[src/rtl/alu_pkg.sv]
// Shared encodings for the alu issue controller: op selects, FSM states, default widths.
package alu_pkg;
    localparam int ALU_WIDTH = 64;
    localparam int ALU_TAG_W = 4;

    typedef logic [2:0] alu_op_t;

    localparam alu_op_t ALU_ADD = 3'b000;
    localparam alu_op_t ALU_SUB = 3'b001;
    localparam alu_op_t ALU_AND = 3'b010;
    localparam alu_op_t ALU_XOR = 3'b011;

    localparam logic [1:0] IDLE = 2'd0;
    localparam logic [1:0] EXEC = 2'd1;
    localparam logic [1:0] RESP = 2'd2;
endpackage

[src/rtl/alu_issue_ctrl_if.sv]
// Request/response channel (issuer is master) and the alu operand bus (controller is master).
interface alu_req_if #(
    parameter int WIDTH = 64,
    parameter int TAG_W = 4
);
    logic             req_valid;
    logic             req_ready;
    logic [2:0]       req_op;
    logic [WIDTH-1:0] req_a;
    logic [WIDTH-1:0] req_b;
    logic             resp_valid;
    logic             resp_ready;
    logic [WIDTH-1:0] resp_z;
    logic             resp_cout;
    logic             resp_zero;
    logic             resp_neg;
    logic [TAG_W-1:0] resp_tag;

    modport master (
        output req_valid, req_op, req_a, req_b, resp_ready,
        input  req_ready, resp_valid, resp_z, resp_cout, resp_zero, resp_neg, resp_tag
    );
    modport slave (
        input  req_valid, req_op, req_a, req_b, resp_ready,
        output req_ready, resp_valid, resp_z, resp_cout, resp_zero, resp_neg, resp_tag
    );
endinterface

interface alu_bus_if #(
    parameter int WIDTH = 64
);
    logic [WIDTH-1:0] alu_p;
    logic [WIDTH-1:0] alu_q;
    logic [2:0]       alu_sel;
    logic [WIDTH-1:0] alu_z;
    logic             alu_cout;

    modport master (output alu_p, alu_q, alu_sel, input  alu_z, alu_cout);
    modport slave  (input  alu_p, alu_q, alu_sel, output alu_z, alu_cout);
endinterface

[src/rtl/alu_tag_counter.sv]
// Wrap-around sequence tag counter; advances once per accepted request.
module alu_tag_counter #(
    parameter int TAG_W = 4
) (
    input  logic             clk,
    input  logic             rst,
    input  logic             i_inc,
    output logic [TAG_W-1:0] o_cnt
);
    logic [TAG_W-1:0] r_cnt;

    always_ff @(posedge clk or posedge rst) begin
        if (rst)        r_cnt <= '0;
        else if (i_inc) r_cnt <= r_cnt + TAG_W'(1);
    end

    assign o_cnt = r_cnt;
endmodule

[src/rtl/alu_issue_ctrl.sv]
// Drives the combinational alu from registered operands, waits one settle cycle,
// then returns the captured result with flags and tag over a valid/ready channel.
module alu_issue_ctrl
    import alu_pkg::*;
#(
    parameter int WIDTH = ALU_WIDTH,
    parameter int TAG_W = ALU_TAG_W
) (
    input  logic      clk,
    input  logic      rst,
    alu_req_if.slave  req,
    alu_bus_if.master alu
);
    logic [1:0]       r_state;
    logic [WIDTH-1:0] r_p;
    logic [WIDTH-1:0] r_q;
    logic [2:0]       r_sel;
    logic [WIDTH-1:0] r_z;
    logic             r_cout;
    logic             r_zero;
    logic             r_neg;
    logic [TAG_W-1:0] r_tag;
    logic [TAG_W-1:0] w_tag_cnt;
    logic             w_req_ready;
    logic             w_req_fire;
    logic             w_resp_fire;

    // A new request may ride the same edge that retires the pending response.
    assign w_req_ready = (r_state == IDLE) || ((r_state == RESP) && req.resp_ready);
    assign w_req_fire  = req.req_valid && w_req_ready;
    assign w_resp_fire = (r_state == RESP) && req.resp_ready;

    alu_tag_counter #(.TAG_W(TAG_W)) u_tag (
        .clk   (clk),
        .rst   (rst),
        .i_inc (w_req_fire),
        .o_cnt (w_tag_cnt)
    );

    always_ff @(posedge clk or posedge rst) begin
        if (rst) begin
            r_state <= IDLE;
            r_p     <= '0;
            r_q     <= '0;
            r_sel   <= '0;
            r_z     <= '0;
            r_cout  <= 1'b0;
            r_zero  <= 1'b0;
            r_neg   <= 1'b0;
            r_tag   <= '0;
        end else begin
            case (r_state)
                IDLE:    if (w_req_fire) r_state <= EXEC;
                EXEC:    r_state <= RESP;
                RESP: begin
                    if (w_req_fire)       r_state <= EXEC;
                    else if (w_resp_fire) r_state <= IDLE;
                end
                default: r_state <= IDLE;
            endcase

            if (w_req_fire) begin
                r_p   <= req.req_a;
                r_q   <= req.req_b;
                r_sel <= req.req_op;
                r_tag <= w_tag_cnt;
            end

            // alu output has settled for a full cycle by the end of EXEC.
            if (r_state == EXEC) begin
                r_z    <= alu.alu_z;
                r_cout <= alu.alu_cout;
                r_zero <= (alu.alu_z == '0);
                r_neg  <= alu.alu_z[WIDTH-1];
            end
        end
    end

    assign req.req_ready  = w_req_ready;
    assign req.resp_valid = (r_state == RESP);
    assign req.resp_z     = r_z;
    assign req.resp_cout  = r_cout;
    assign req.resp_zero  = r_zero;
    assign req.resp_neg   = r_neg;
    assign req.resp_tag   = r_tag;

    assign alu.alu_p   = r_p;
    assign alu.alu_q   = r_q;
    assign alu.alu_sel = r_sel;
endmodule

[src/flat_wrapper.sv]
// flat-port wrapper written by rule: the top's interface ports become plain ports
module alu_issue_ctrl_flat import alu_pkg::*;
#(
    parameter int WIDTH = ALU_WIDTH,
    parameter int TAG_W = ALU_TAG_W
)
  (clk, rst, req_req_valid, req_req_op, req_req_a, req_req_b, req_resp_ready, req_req_ready, req_resp_valid, req_resp_z, req_resp_cout, req_resp_zero, req_resp_neg, req_resp_tag, alu_alu_p, alu_alu_q, alu_alu_sel, alu_alu_z, alu_alu_cout);
  alu_req_if #(.WIDTH(WIDTH), .TAG_W(TAG_W)) req_i ();
  alu_bus_if #(.WIDTH(WIDTH)) alu_i ();
  input  logic clk;
  input  logic rst;
  input wire logic [$bits(req_i.req_valid)-1:0] req_req_valid;
  input wire logic [$bits(req_i.req_op)-1:0] req_req_op;
  input wire logic [$bits(req_i.req_a)-1:0] req_req_a;
  input wire logic [$bits(req_i.req_b)-1:0] req_req_b;
  input wire logic [$bits(req_i.resp_ready)-1:0] req_resp_ready;
  output wire logic [$bits(req_i.req_ready)-1:0] req_req_ready;
  output wire logic [$bits(req_i.resp_valid)-1:0] req_resp_valid;
  output wire logic [$bits(req_i.resp_z)-1:0] req_resp_z;
  output wire logic [$bits(req_i.resp_cout)-1:0] req_resp_cout;
  output wire logic [$bits(req_i.resp_zero)-1:0] req_resp_zero;
  output wire logic [$bits(req_i.resp_neg)-1:0] req_resp_neg;
  output wire logic [$bits(req_i.resp_tag)-1:0] req_resp_tag;
  output wire logic [$bits(alu_i.alu_p)-1:0] alu_alu_p;
  output wire logic [$bits(alu_i.alu_q)-1:0] alu_alu_q;
  output wire logic [$bits(alu_i.alu_sel)-1:0] alu_alu_sel;
  input wire logic [$bits(alu_i.alu_z)-1:0] alu_alu_z;
  input wire logic [$bits(alu_i.alu_cout)-1:0] alu_alu_cout;
  assign req_i.req_valid = req_req_valid;
  assign req_i.req_op = req_req_op;
  assign req_i.req_a = req_req_a;
  assign req_i.req_b = req_req_b;
  assign req_i.resp_ready = req_resp_ready;
  assign req_req_ready = req_i.req_ready;
  assign req_resp_valid = req_i.resp_valid;
  assign req_resp_z = req_i.resp_z;
  assign req_resp_cout = req_i.resp_cout;
  assign req_resp_zero = req_i.resp_zero;
  assign req_resp_neg = req_i.resp_neg;
  assign req_resp_tag = req_i.resp_tag;
  assign alu_alu_p = alu_i.alu_p;
  assign alu_alu_q = alu_i.alu_q;
  assign alu_alu_sel = alu_i.alu_sel;
  assign alu_i.alu_z = alu_alu_z;
  assign alu_i.alu_cout = alu_alu_cout;
  alu_issue_ctrl #(.WIDTH(WIDTH), .TAG_W(TAG_W)) u_core (.clk(clk), .rst(rst), .req(req_i), .alu(alu_i));
endmodule
[config.mk]
export PLATFORM = sky130hd
export DESIGN_NAME = alu_issue_ctrl_flat
export DESIGN_NICKNAME = d
export VERILOG_FILES = /design/src/rtl/alu_pkg.sv /design/src/rtl/alu_issue_ctrl_if.sv /design/src/rtl/alu_tag_counter.sv /design/src/rtl/alu_issue_ctrl.sv /design/src/flat_wrapper.sv
export SDC_FILE = /design/constraint.sdc
export NUM_CORES = 1
export LEC_CHECK = 0
export CAP_MARGIN = 20
export CORE_MARGIN = 2
export CORE_UTILIZATION = 35
export DETAILED_ROUTE_END_ITERATION = 6
export PLACE_DENSITY = 0.79
export SETUP_SLACK_MARGIN = 0.4
export SYNTH_ARGS = -nofsm -noshare
export SYNTH_HDL_FRONTEND = slang
export SYNTH_HIERARCHICAL = 1
export SYNTH_SLANG_ARGS = --single-unit
[constraint.sdc]
create_clock -name clk -period 7.6 [get_ports clk]
set_input_delay 0.76 -clock clk [delete_from_list [all_inputs] [get_ports clk]]
set_output_delay 0.76 -clock clk [all_outputs]
set_load 0.01 [all_outputs]
==> flow_summary_export.csv <==
group,metric,value,unit
logic_synthesis,ys.flop_type,"dfrtp_1",
sta,setup_viol,0,
detailed_routing,vias,5537,
grt,grtUsageMet1,19.3,%
placed_design,dp_cells,1139,
grt,grt_busiest_layer,"met2",
sta,rsz0062_at_grt,"no",
placed_design,gp_congestion,0.791,
power_and_ir_drop,powerDensity,322,mW/mm2
clock_tree,cts-root-buf,"clkbuf_16",
clock_tree,clock_latency,0.49,ns
power_and_ir_drop,pwr-share-comb,36.3,%
logic_synthesis,synth.most_common_cell,"dfrtp_1",
placed_design,dp_hpwl,16100,um
power_and_ir_drop,clock_power_share,24.8,%
sta,fin_crit_sh,40.4,%
power_and_ir_drop,swShare,27.3,%
setup_path,start_kind,"primary input",
logic_synthesis,ys_top_cells_by_count,"207 x dfrtp_1, 162 x mux2_2, 39 x mux2_4, 16 x nor4_1, 11 x buf_4",
detailed_routing,wirelength,21800,um
clock_tree,cts_resized,0,
outcome,status,"complete, no violations",
clock_tree,cts_setup_buffers,0,
setup_path,required,7.98,ns
logic_synthesis,synth.top_cell.area_share,64.2,%
logic_synthesis,synth_edf_count,0,
grt,antenna_found_initial,0,
detailed_routing,final_antenna_net_count,0,
clock_tree,clk_pin_slew_worst_paths,0.06,ns
logic_synthesis,avgSynthCellArea,17.1,um2
setup_path,path_cells,"clkdlybuf4s50_1 > inv_2 > a21oi_2 > and2_4 > buf_4 > mux2_2",
sta,clock-skew-final,0.00358,ns
final_layout,fin_nets,1081,
power_and_ir_drop,ir_drop,0.194,mV
final_layout,syn_to_final_growth,61.2,%
clock_tree,cts.path.max_buffers,3,
sta,finalHoldViolations,0,
setup_path,cp.arrival,3.44,ns
worst_hold_path,hold_class,"reg2reg",
setup_path,cp-end-kind,"register",
logic_synthesis,ys_warn_count,6,
setup_path,cp_max_fo,60,
detailed_routing,viasPerCell,4.70,
final_layout,n_antenna_cell,0,
logic_synthesis,syn_nets,672,
logic_synthesis,syn_inst,471,
power_and_ir_drop,seqPwrFrac,39.0,%
clock_tree,cts_buffers,23,
detailed_routing,wl_per_cell,18.5,um
grt,use_met3,6.56,%
grt,grtUsageMet2,31.3,%
detailed_routing,firstDrtPassIters,4,
floorplan,die-area,0.0243,mm2
sta,slew_violations,0,
grt,overflow,0,
sta,max_freq,0.326,GHz
floorplan,die_h,156,um
setup_path,criticalPathCategory,"in2reg",
final_layout,final_cells,1179,
setup_path,cpMaxStageDelayCell,"buf_4",
sta,finalSetupTns,0,ns
logic_synthesis,async_flop_share,100,%
clock_tree,htree_num_levels,1,
sta,fin_crit,3.07,ns
setup_path,slowest_delay,0.77,ns
power_and_ir_drop,total_power,4190,uW
power_and_ir_drop,p_int,3050,uW
sta,worst_slew_pin_slew,0.885,ns
job,cap_viol_max_count,0,
floorplan,rows,55,
floorplan,fp.dieW,156,um
final_layout,final_layout_size_suffix_gt1_share,27.6,%
clock_tree,clock_sinks,207,
grt,grt_first_pass_wirelength,33400,um
sta,maxSlewHeadroom,41.0,%
detailed_routing,drt-initial-drc-count,222,
grt,grt_max_degree,125,
placed_design,portBuffers,403,
floorplan,initial_core_util,35.6,%
logic_synthesis,seq_area_frac_synth,64.2,%
logic_synthesis,netlist_area,0.00807,mm2
logic_synthesis,synth_cell_types,24,
grt,grt_pass1_vias,6102,
power_and_ir_drop,leakagePower,0.00538,uW
grt,grt_usage,17.4,%
floorplan,core-area,0.0226,mm2
logic_synthesis,yosysTopAreaCell,"dfrtp_1",
clock_tree,hold_buffers,0,
detailed_routing,drc,0,
power_and_ir_drop,switching_power,1140,uW
floorplan,io_pins,404,
clock_tree,cts_tree,"yes",
logic_synthesis,synth_area_leaders,"dfrtp_1 64%, mux2_2 23%, mux2_4 7.3%",
logic_synthesis,synth-seq-cells,207,
[final timing paths]
kind	slack, ns	depth (start not counted)	end	start
hold / removal	0.49	1	u_core/u_tag/o_cnt[3]	u_core/u_tag/o_cnt[3]
min in group asynchronous	0.63	2	u_core/u_tag/o_cnt[0]	rst
max in group asynchronous	5.50	4	u_core/req.resp_z[33]	rst
hold reg to reg	0.49	1	u_core/u_tag/o_cnt[3]	u_core/u_tag/o_cnt[3]
setup reg to reg	4.91	4	u_core/alu.alu_q[57]	u_core/r_state[0]
setup / recovery	4.53	6	u_core/alu.alu_q[57]	req_resp_ready
[power by group through the flow]
stage,Combinational [uW],Clock [uW],Sequential [uW]
global route,1610,1120,1680
detailed placement,1530,0,1650
finish,1520,1040,1630
global placement,1510,0,1640
CTS,1540,1070,1640
floorplan,482,0,1800
[logic make-up (layout without fill, tap and decap cells)]
logic type	Yosys count	after routing	synth area share, %
xor+xnor	3	3	0.326
compound gates	3	3	0.341
simple gates	29	29	2.14
flops	207	207	64.2
buf+inv	27	450	2.98
fa+ha+maj	1	1	0.155
mux	201	201	29.9
[area by class of cell]
| cell class | instances | area, um2 |
|---|---|---|
| Clock inverter | 5 | 25.0 |
| Fill cell | 1782 | 9640 |
| Inverter | 3 | 18.8 |
| Tap cell | 285 | 357 |
| Sequential cell | 207 | 5180 |
| Timing Repair Buffer | 408 | 4080 |
| Clock buffer | 34 | 687 |
| Multi-Input combinational cell | 237 | 2650 |
[registers in the layout, summed over array words and instances, names as in the netlist, 2 cells and up]
register             flops
u_core/alu.alu_p        64
u_core/alu.alu_sel       3
u_core/u_tag/o_cnt       4
u_core/alu.alu_q        64
u_core/req.resp_tag      4
u_core/req.resp_z       64
u_core/r_state           2
[per-layer routing]
metal	vias to the layer above	wire, um
met5	-	0
met3	37	2190
li1	2503	-
met2	253	11100
met1	2744	7880
met4	0	584
[worst max-delay path, delay by kind of cell]
kind,cells,cell delay [ns]
compound gates,1,0.17
simple gates,1,0.70
buf+inv,3,1.28
mux,1,0.41
[layout by cell type, fill, tap and decap left out, types with 2 or more instances in the layout]
master / netlist / layout
clkdlybuf4s50_1: 0 / 403
dfrtp_1: 207 / 207
mux2_2: 162 / 162
mux2_4: 39 / 39
clkbuf_16: 0 / 23
nor4_1: 16 / 16
clkbuf_8: 0 / 7
clkinv_2: 0 / 5
clkbuf_1: 0 / 4
buf_4: 11 / 4
nand2_1: 3 / 3
nand4_1: 3 / 3
xnor2_1: 2 / 2
[metrics by stage]
| stage | cell area [um2] | hold slack [ns] | utilization, % | setup slack, ns |
|---|---|---|---|---|
| 6_report | 13000 | 0.492 | 57.4 | 4.53 |
| 3_3_place_gp | 12300 | 0.460 | 54.2 | 4.07 |
| 5_1_grt | 13000 | 0.513 | 57.4 | 4.41 |
| 3_5_place_dp | 12300 | 0.465 | 54.2 | 4.00 |
| 2_1_floorplan | 8070 | 0.440 | - | 1.30 |
| 4_1_cts | 13000 | 0.493 | 57.4 | 4.54 |
Note: power is estimated with default switching activity, not from simulation.
==> variant 1: new RTL, same settings <==
Reset style: synchronous (`rst`), changed in 2 clocked blocks.
--- a/src/rtl/alu_tag_counter.sv
+++ b/src/rtl/alu_tag_counter.sv
@@ -11,3 +11,3 @@
 
-    always_ff @(posedge clk or posedge rst) begin
+    always_ff @(posedge clk) begin
         if (rst)        r_cnt <= '0;
--- a/src/rtl/alu_issue_ctrl.sv
+++ b/src/rtl/alu_issue_ctrl.sv
@@ -39,3 +39,3 @@
 
-    always_ff @(posedge clk or posedge rst) begin
+    always_ff @(posedge clk) begin
         if (rst) begin
Function: differs if rst is asserted again (counterexample within 4 cycles, from zero or initial values and one cycle with rst high); with rst held inactive, the same outputs for 4 cycles.
==> variant 1 against the unedited design <==
- sequential cell count unchanged
- final area decreased by 6.0%
- critical path type unchanged
- area after synthesis decreased by 9.7%
- routed wire length grew 14%
- setup slack got worse by 0.066 ns
- die area fell by 9.5%
- count of clock-buffer cells in the layout is 9 lower
Power is not compared: it rests on default switching activity, and its combinational part moved more than twofold at a synthesized area within 25%.
==> variant 1: results (changes against the unedited design) <==
[metrics] met2 routed wirelength: 11.8 mm (was 11.1 mm)
[metrics] placed wire-length estimate: 17.0 mm (was 16.1 mm)
[metrics] maximum number of pins on one net before global-route repair: 127 (was 125)
[metrics] share of async-settable or async-resettable flops after synthesis: 0 (was 1.00)
[metrics] post-synthesis compound-gate area fraction: 0.144 (was 0.00341)
[metrics] arrival time reported for the critical path endpoint: 3.53 ns (was 3.44 ns)
[metrics] CTS buffer count: 24 (was 23)
[metrics] DR pass1 iterations: 5 (was 4)
[metrics] total track usage: 0.211 (was 0.174)
[metrics] number of cells in the finished layout apart from fillers: 1580 (was 1179)
[metrics] post-DR vias/cell: 4.78 (was 4.70)
[metrics] average detailed-routed wire length per instance: 15.6 um (was 18.5 um)
[metrics] Main synth FF type: sky130_fd_sc_hd__dfxtp_1 (was sky130_fd_sc_hd__dfrtp_1)
[metrics] DRC marker count from the first detailed-route iteration: 402 (was 222)
[metrics] synthesized netlist net count: 1126 (was 672)
[metrics] share of cells above drive strength 1: 0.0435 (was 0.276)
[metrics] depth of the worst hold-timing path: 2 (was 1)
[metrics] top cells by area, synth: sky130_fd_sc_hd__dfxtp_1 (57%), sky130_fd_sc_hd__nand2_1 (21%), sky130_fd_sc_hd__a21oi_1 (14%) (was sky130_fd_sc_hd__dfrtp_1 (64%), sky130_fd_sc_hd__mux2_2 (23%), sky130_fd_sc_hd__mux2_4 (7.3%))
[metrics] critical path fanouts, max: 74 (was 60)
[metrics] wire length the detailed router placed on met1: 9.61 mm (was 7.88 mm)
[metrics] run status: complete, no violations (unchanged)
[metrics] number of antenna violations at the first check in global routing: 1 (was 0)
[metrics] Reg2Reg Depth: 7 (was 4)
[metrics] source-to-sink clock delay at the later pin of the worst-skew pair: 0.51 ns (was 0.49 ns)
[metrics] GR Util met3: 0.0712 (was 0.0656)
[metrics] Clock Skews: 0.00750 ns (was 0.00358 ns)
[metrics] global-route wire length before repair: 37.7 mm (was 33.4 mm)
[metrics] via count of the first global-routing pass: 7127 (was 6102)
[metrics] wire length on met3: 2.30 mm (was 2.19 mm)
[metrics] met2 global-route usage: 0.353 (was 0.313)
[metrics] remaining max-slew budget at the tightest pin: 0.362 (was 0.410)
[metrics] global-route met1 utilization: 0.249 (was 0.193)
[metrics] mux share of post-synthesis cell area: 0.00344 (was 0.299)
[metrics] # placed instances: 1537 (was 1139)
[metrics] Seq/Total Area, Yosys: 0.569 (was 0.642)
## variant 1: final cells by class
| class | instances | area [um2] | share of cell area |
|---|---|---|---|
| flip-flops and latches | 207 | 4140 | 0.339 |
| repair buffers | 409 | 4080 | 0.334 |
| multi-input cells | 647 | 2820 | 0.231 |
| clock buffers | 25 | 626 | 0.0512 |
| well taps | 270 | 338 | 0.0276 |
| clock inverters | 17 | 198 | 0.0162 |
| inverters | 4 | 17.5 | 0.00143 |
| diodes | 1 | 2.50 | 0.000205 |
## variant 1: final timing paths
check / endpoint / startpoint / slack, ns
setup / recovery: u_core/u_tag/o_cnt[3]$_SDFFE_PP0P_ / req_resp_ready / 4.47
setup reg to reg: u_core/u_tag/o_cnt[3]$_SDFFE_PP0P_ / u_core/r_state[1]$_SDFFE_PP0P_ / 4.77
hold reg to reg: u_core/alu.alu_q[5]$_SDFFE_PP0P_ / u_core/alu.alu_q[5]$_SDFFE_PP0P_ / 0.45
hold / removal: u_core/alu.alu_q[5]$_SDFFE_PP0P_ / u_core/alu.alu_q[5]$_SDFFE_PP0P_ / 0.45
## variant 1: stage by stage
step                      power (uW)   util  setup slack (ns)  hold slack [ns]  cell area [um2]
after CTS                       2820  0.602              4.45            0.453            12200
after global routing            2910  0.602              4.25            0.469            12200
after global placement          1620  0.562              3.91            0.441            11400
after floorplan                 1360      -              5.67            0.441             7280
after detailed placement        1620  0.562              3.93            0.445            11400
final                           2790  0.602              4.47            0.451            12200
## variant 1: cell families (layout without fill, tap and decap cells)
| group | count (synthesis) | in the layout |
|---|---|---|
| compound gates | 206 | 206 |
| xor+xnor | 1 | 1 |
| flops | 207 | 207 |
| fa+ha+maj | 1 | 1 |
| mux | 2 | 2 |
| other cells | 0 | 1 |
| buf+inv | 71 | 455 |
| simple gates | 437 | 437 |
==> variant 2: new RTL, same settings <==
Without the edit above. Change the package constant `ALU_TAG_W` from 4 to 6.
--- a/src/rtl/alu_pkg.sv
+++ b/src/rtl/alu_pkg.sv
@@ -3,3 +3,3 @@
     localparam int ALU_WIDTH = 64;
-    localparam int ALU_TAG_W = 4;
+    localparam int ALU_TAG_W = 6;
 
Ports: changed (resized req_resp_tag); port bits go from 404 to 406. The function was not compared with the original's and may differ.
==> variant 2 against the unedited design <==
- setup slack gained 0.039 ns
- sequential share of layout area down 0.88 points
- sequential cell count rose by 4
- global-route usage decreased by 0.24 points
- routed wire length is 3.8% higher
- non-clock buffer count is 1 higher
- area after synthesis grew 6.0%
- final area grew 4.2%
- register-to-register slack better by 0.03 ns
- power grew 7.2%
- critical endpoint is now u_core/alu.alu_p[57]$_DFFE_PP0P_
- largest cell class unchanged
- highest routed layer unchanged
==> variant 2: results (changes against the unedited design) <==
[metrics] run status: complete, no violations (unchanged)
[metrics] post-placement worst setup slack: 4.05 ns (was 4.00 ns)
[metrics] unique cell type count in the Yosys netlist: 27 (was 24)
[metrics] PD cells: 332 nW/um2 (was 322 nW/um2)
[metrics] maximum number of pins on one net before global-route repair: 133 (was 125)
[metrics] average cell area after synthesis: 17.8 um2 (was 17.1 um2)
[metrics] top cells by area, synth: sky130_fd_sc_hd__dfrtp_1 (62%), sky130_fd_sc_hd__mux2_4 (18%), sky130_fd_sc_hd__mux2_2 (14%) (was sky130_fd_sc_hd__dfrtp_1 (64%), sky130_fd_sc_hd__mux2_2 (23%), sky130_fd_sc_hd__mux2_4 (7.3%))
[metrics] sequential fraction of design power: 0.376 (was 0.390)
[metrics] Clock Skews: 0.00553 ns (was 0.00358 ns)
[metrics] delay-heaviest family, CP: buffers and inverters (unchanged)
[metrics] DRC marker count from the first detailed-route iteration: 205 (was 222)
[metrics] peak per-stage delay on the critical path: 0.79 ns (was 0.77 ns)
[metrics] worst hold-check slack: 0.473 ns (was 0.492 ns)
[metrics] Seq/Total Area, Yosys: 0.617 (was 0.642)
[metrics] DR pass1 iterations: 6 (was 4)
[metrics] Port Buffer Count: 405 (was 403)
[metrics] synthesized netlist net count: 683 (was 672)
[metrics] total number of vias: 5650 (was 5537)
[metrics] Worst IR Drop VDD: 0.209 mV (was 0.194 mV)
[metrics] # placed instances: 1191 (was 1139)
[metrics] number of nets in the final layout: 1094 (was 1081)
[metrics] overall routed net length: 22.6 mm (was 21.8 mm)
[metrics] arrival time reported for the critical path endpoint: 3.42 ns (was 3.44 ns)
[metrics] critical path fanouts, max: 49 (was 60)
[metrics] placement-stage cell area: 12700 um2 (was 12300 um2)
[metrics] source-to-sink clock delay at the later pin of the worst-skew pair: 0.51 ns (was 0.49 ns)
[metrics] leakage power: 0.00574 uW (was 0.00538 uW)
[metrics] register-to-register path setup slack: 4.94 ns (was 4.91 ns)
[metrics] number of fill cells: 1893 (was 1782)
[metrics] actual slew at the worst max-slew pin: 0.935 ns (was 0.885 ns)
[metrics] Sw Ratio: 0.276 (was 0.273)
[metrics] via count of the first global-routing pass: 6241 (was 6102)
[metrics] top post-synthesis cells by count: sky130_fd_sc_hd__dfrtp_1 (211), sky130_fd_sc_hd__mux2_2 (103), sky130_fd_sc_hd__mux2_4 (100), sky130_fd_sc_hd__nor4_1 (16), sky130_fd_sc_hd__buf_12 (11) (was sky130_fd_sc_hd__dfrtp_1 (207), sky130_fd_sc_hd__mux2_2 (162), sky130_fd_sc_hd__mux2_4 (39), sky130_fd_sc_hd__nor4_1 (16), sky130_fd_sc_hd__buf_4 (11))
[metrics] parity-gate share of the synthesized area counting xor and xnor cells: 0.00512 (was 0.00326)
[metrics] relative contribution of combinational cells to total power: 0.358 (was 0.363)
[metrics] mux share of post-synthesis cell area: 0.311 (was 0.299)
[metrics] post-DR vias/cell: 4.57 (was 4.70)
[metrics] CTS buffer count: 24 (was 23)
[variant 2: cell count changes after synthesis, moves of 3 or more]
cell / change
sky130_fd_sc_hd__buf_4: -8
sky130_fd_sc_hd__mux2_4: +61
sky130_fd_sc_hd__buf_2: -3
sky130_fd_sc_hd__buf_12: +6
sky130_fd_sc_hd__buf_6: +4
sky130_fd_sc_hd__dfrtp_1: +4
sky130_fd_sc_hd__mux2_2: -59
[variant 2: cell type report]
| cell class | count | area, um2 | share of cell area |
|---|---|---|---|
| inverter | 3 | 18.8 | 0.00138 |
| multi-input combinational | 244 | 2950 | 0.217 |
| timing repair buffer | 409 | 4080 | 0.301 |
| clock buffer | 31 | 668 | 0.0493 |
| clock inverter | 13 | 153 | 0.0113 |
| tap | 324 | 405 | 0.0299 |
| sequential | 211 | 5280 | 0.390 |
[variant 2: path summary, 6_finish.rpt]
check / from / to
setup / recovery: req_resp_ready / u_core/alu.alu_p[57]$_DFFE_PP0P_
hold / removal: u_core/u_tag/o_cnt[5]$_DFFE_PP0P_ / u_core/u_tag/o_cnt[5]$_DFFE_PP0P_
setup reg to reg: u_core/r_state[0]$_DFFE_PP0P_ / u_core/alu.alu_p[57]$_DFFE_PP0P_
hold reg to reg: u_core/u_tag/o_cnt[5]$_DFFE_PP0P_ / u_core/u_tag/o_cnt[5]$_DFFE_PP0P_
max in group asynchronous: rst / u_core/alu.alu_p[18]$_DFFE_PP0P_
min in group asynchronous: rst / u_core/u_tag/o_cnt[4]$_DFFE_PP0P_
[variant 2: routing by layer]
layer | GRT usage | up-vias | share of wire
met5 | 0 | - | 0
met3 | 0.0560 | 43 | 0.090
li1 | - | 2549 | -
met2 | 0.294 | 273 | 0.49
met1 | 0.209 | 2785 | 0.39
met4 | 0.0500 | 0 | 0.028
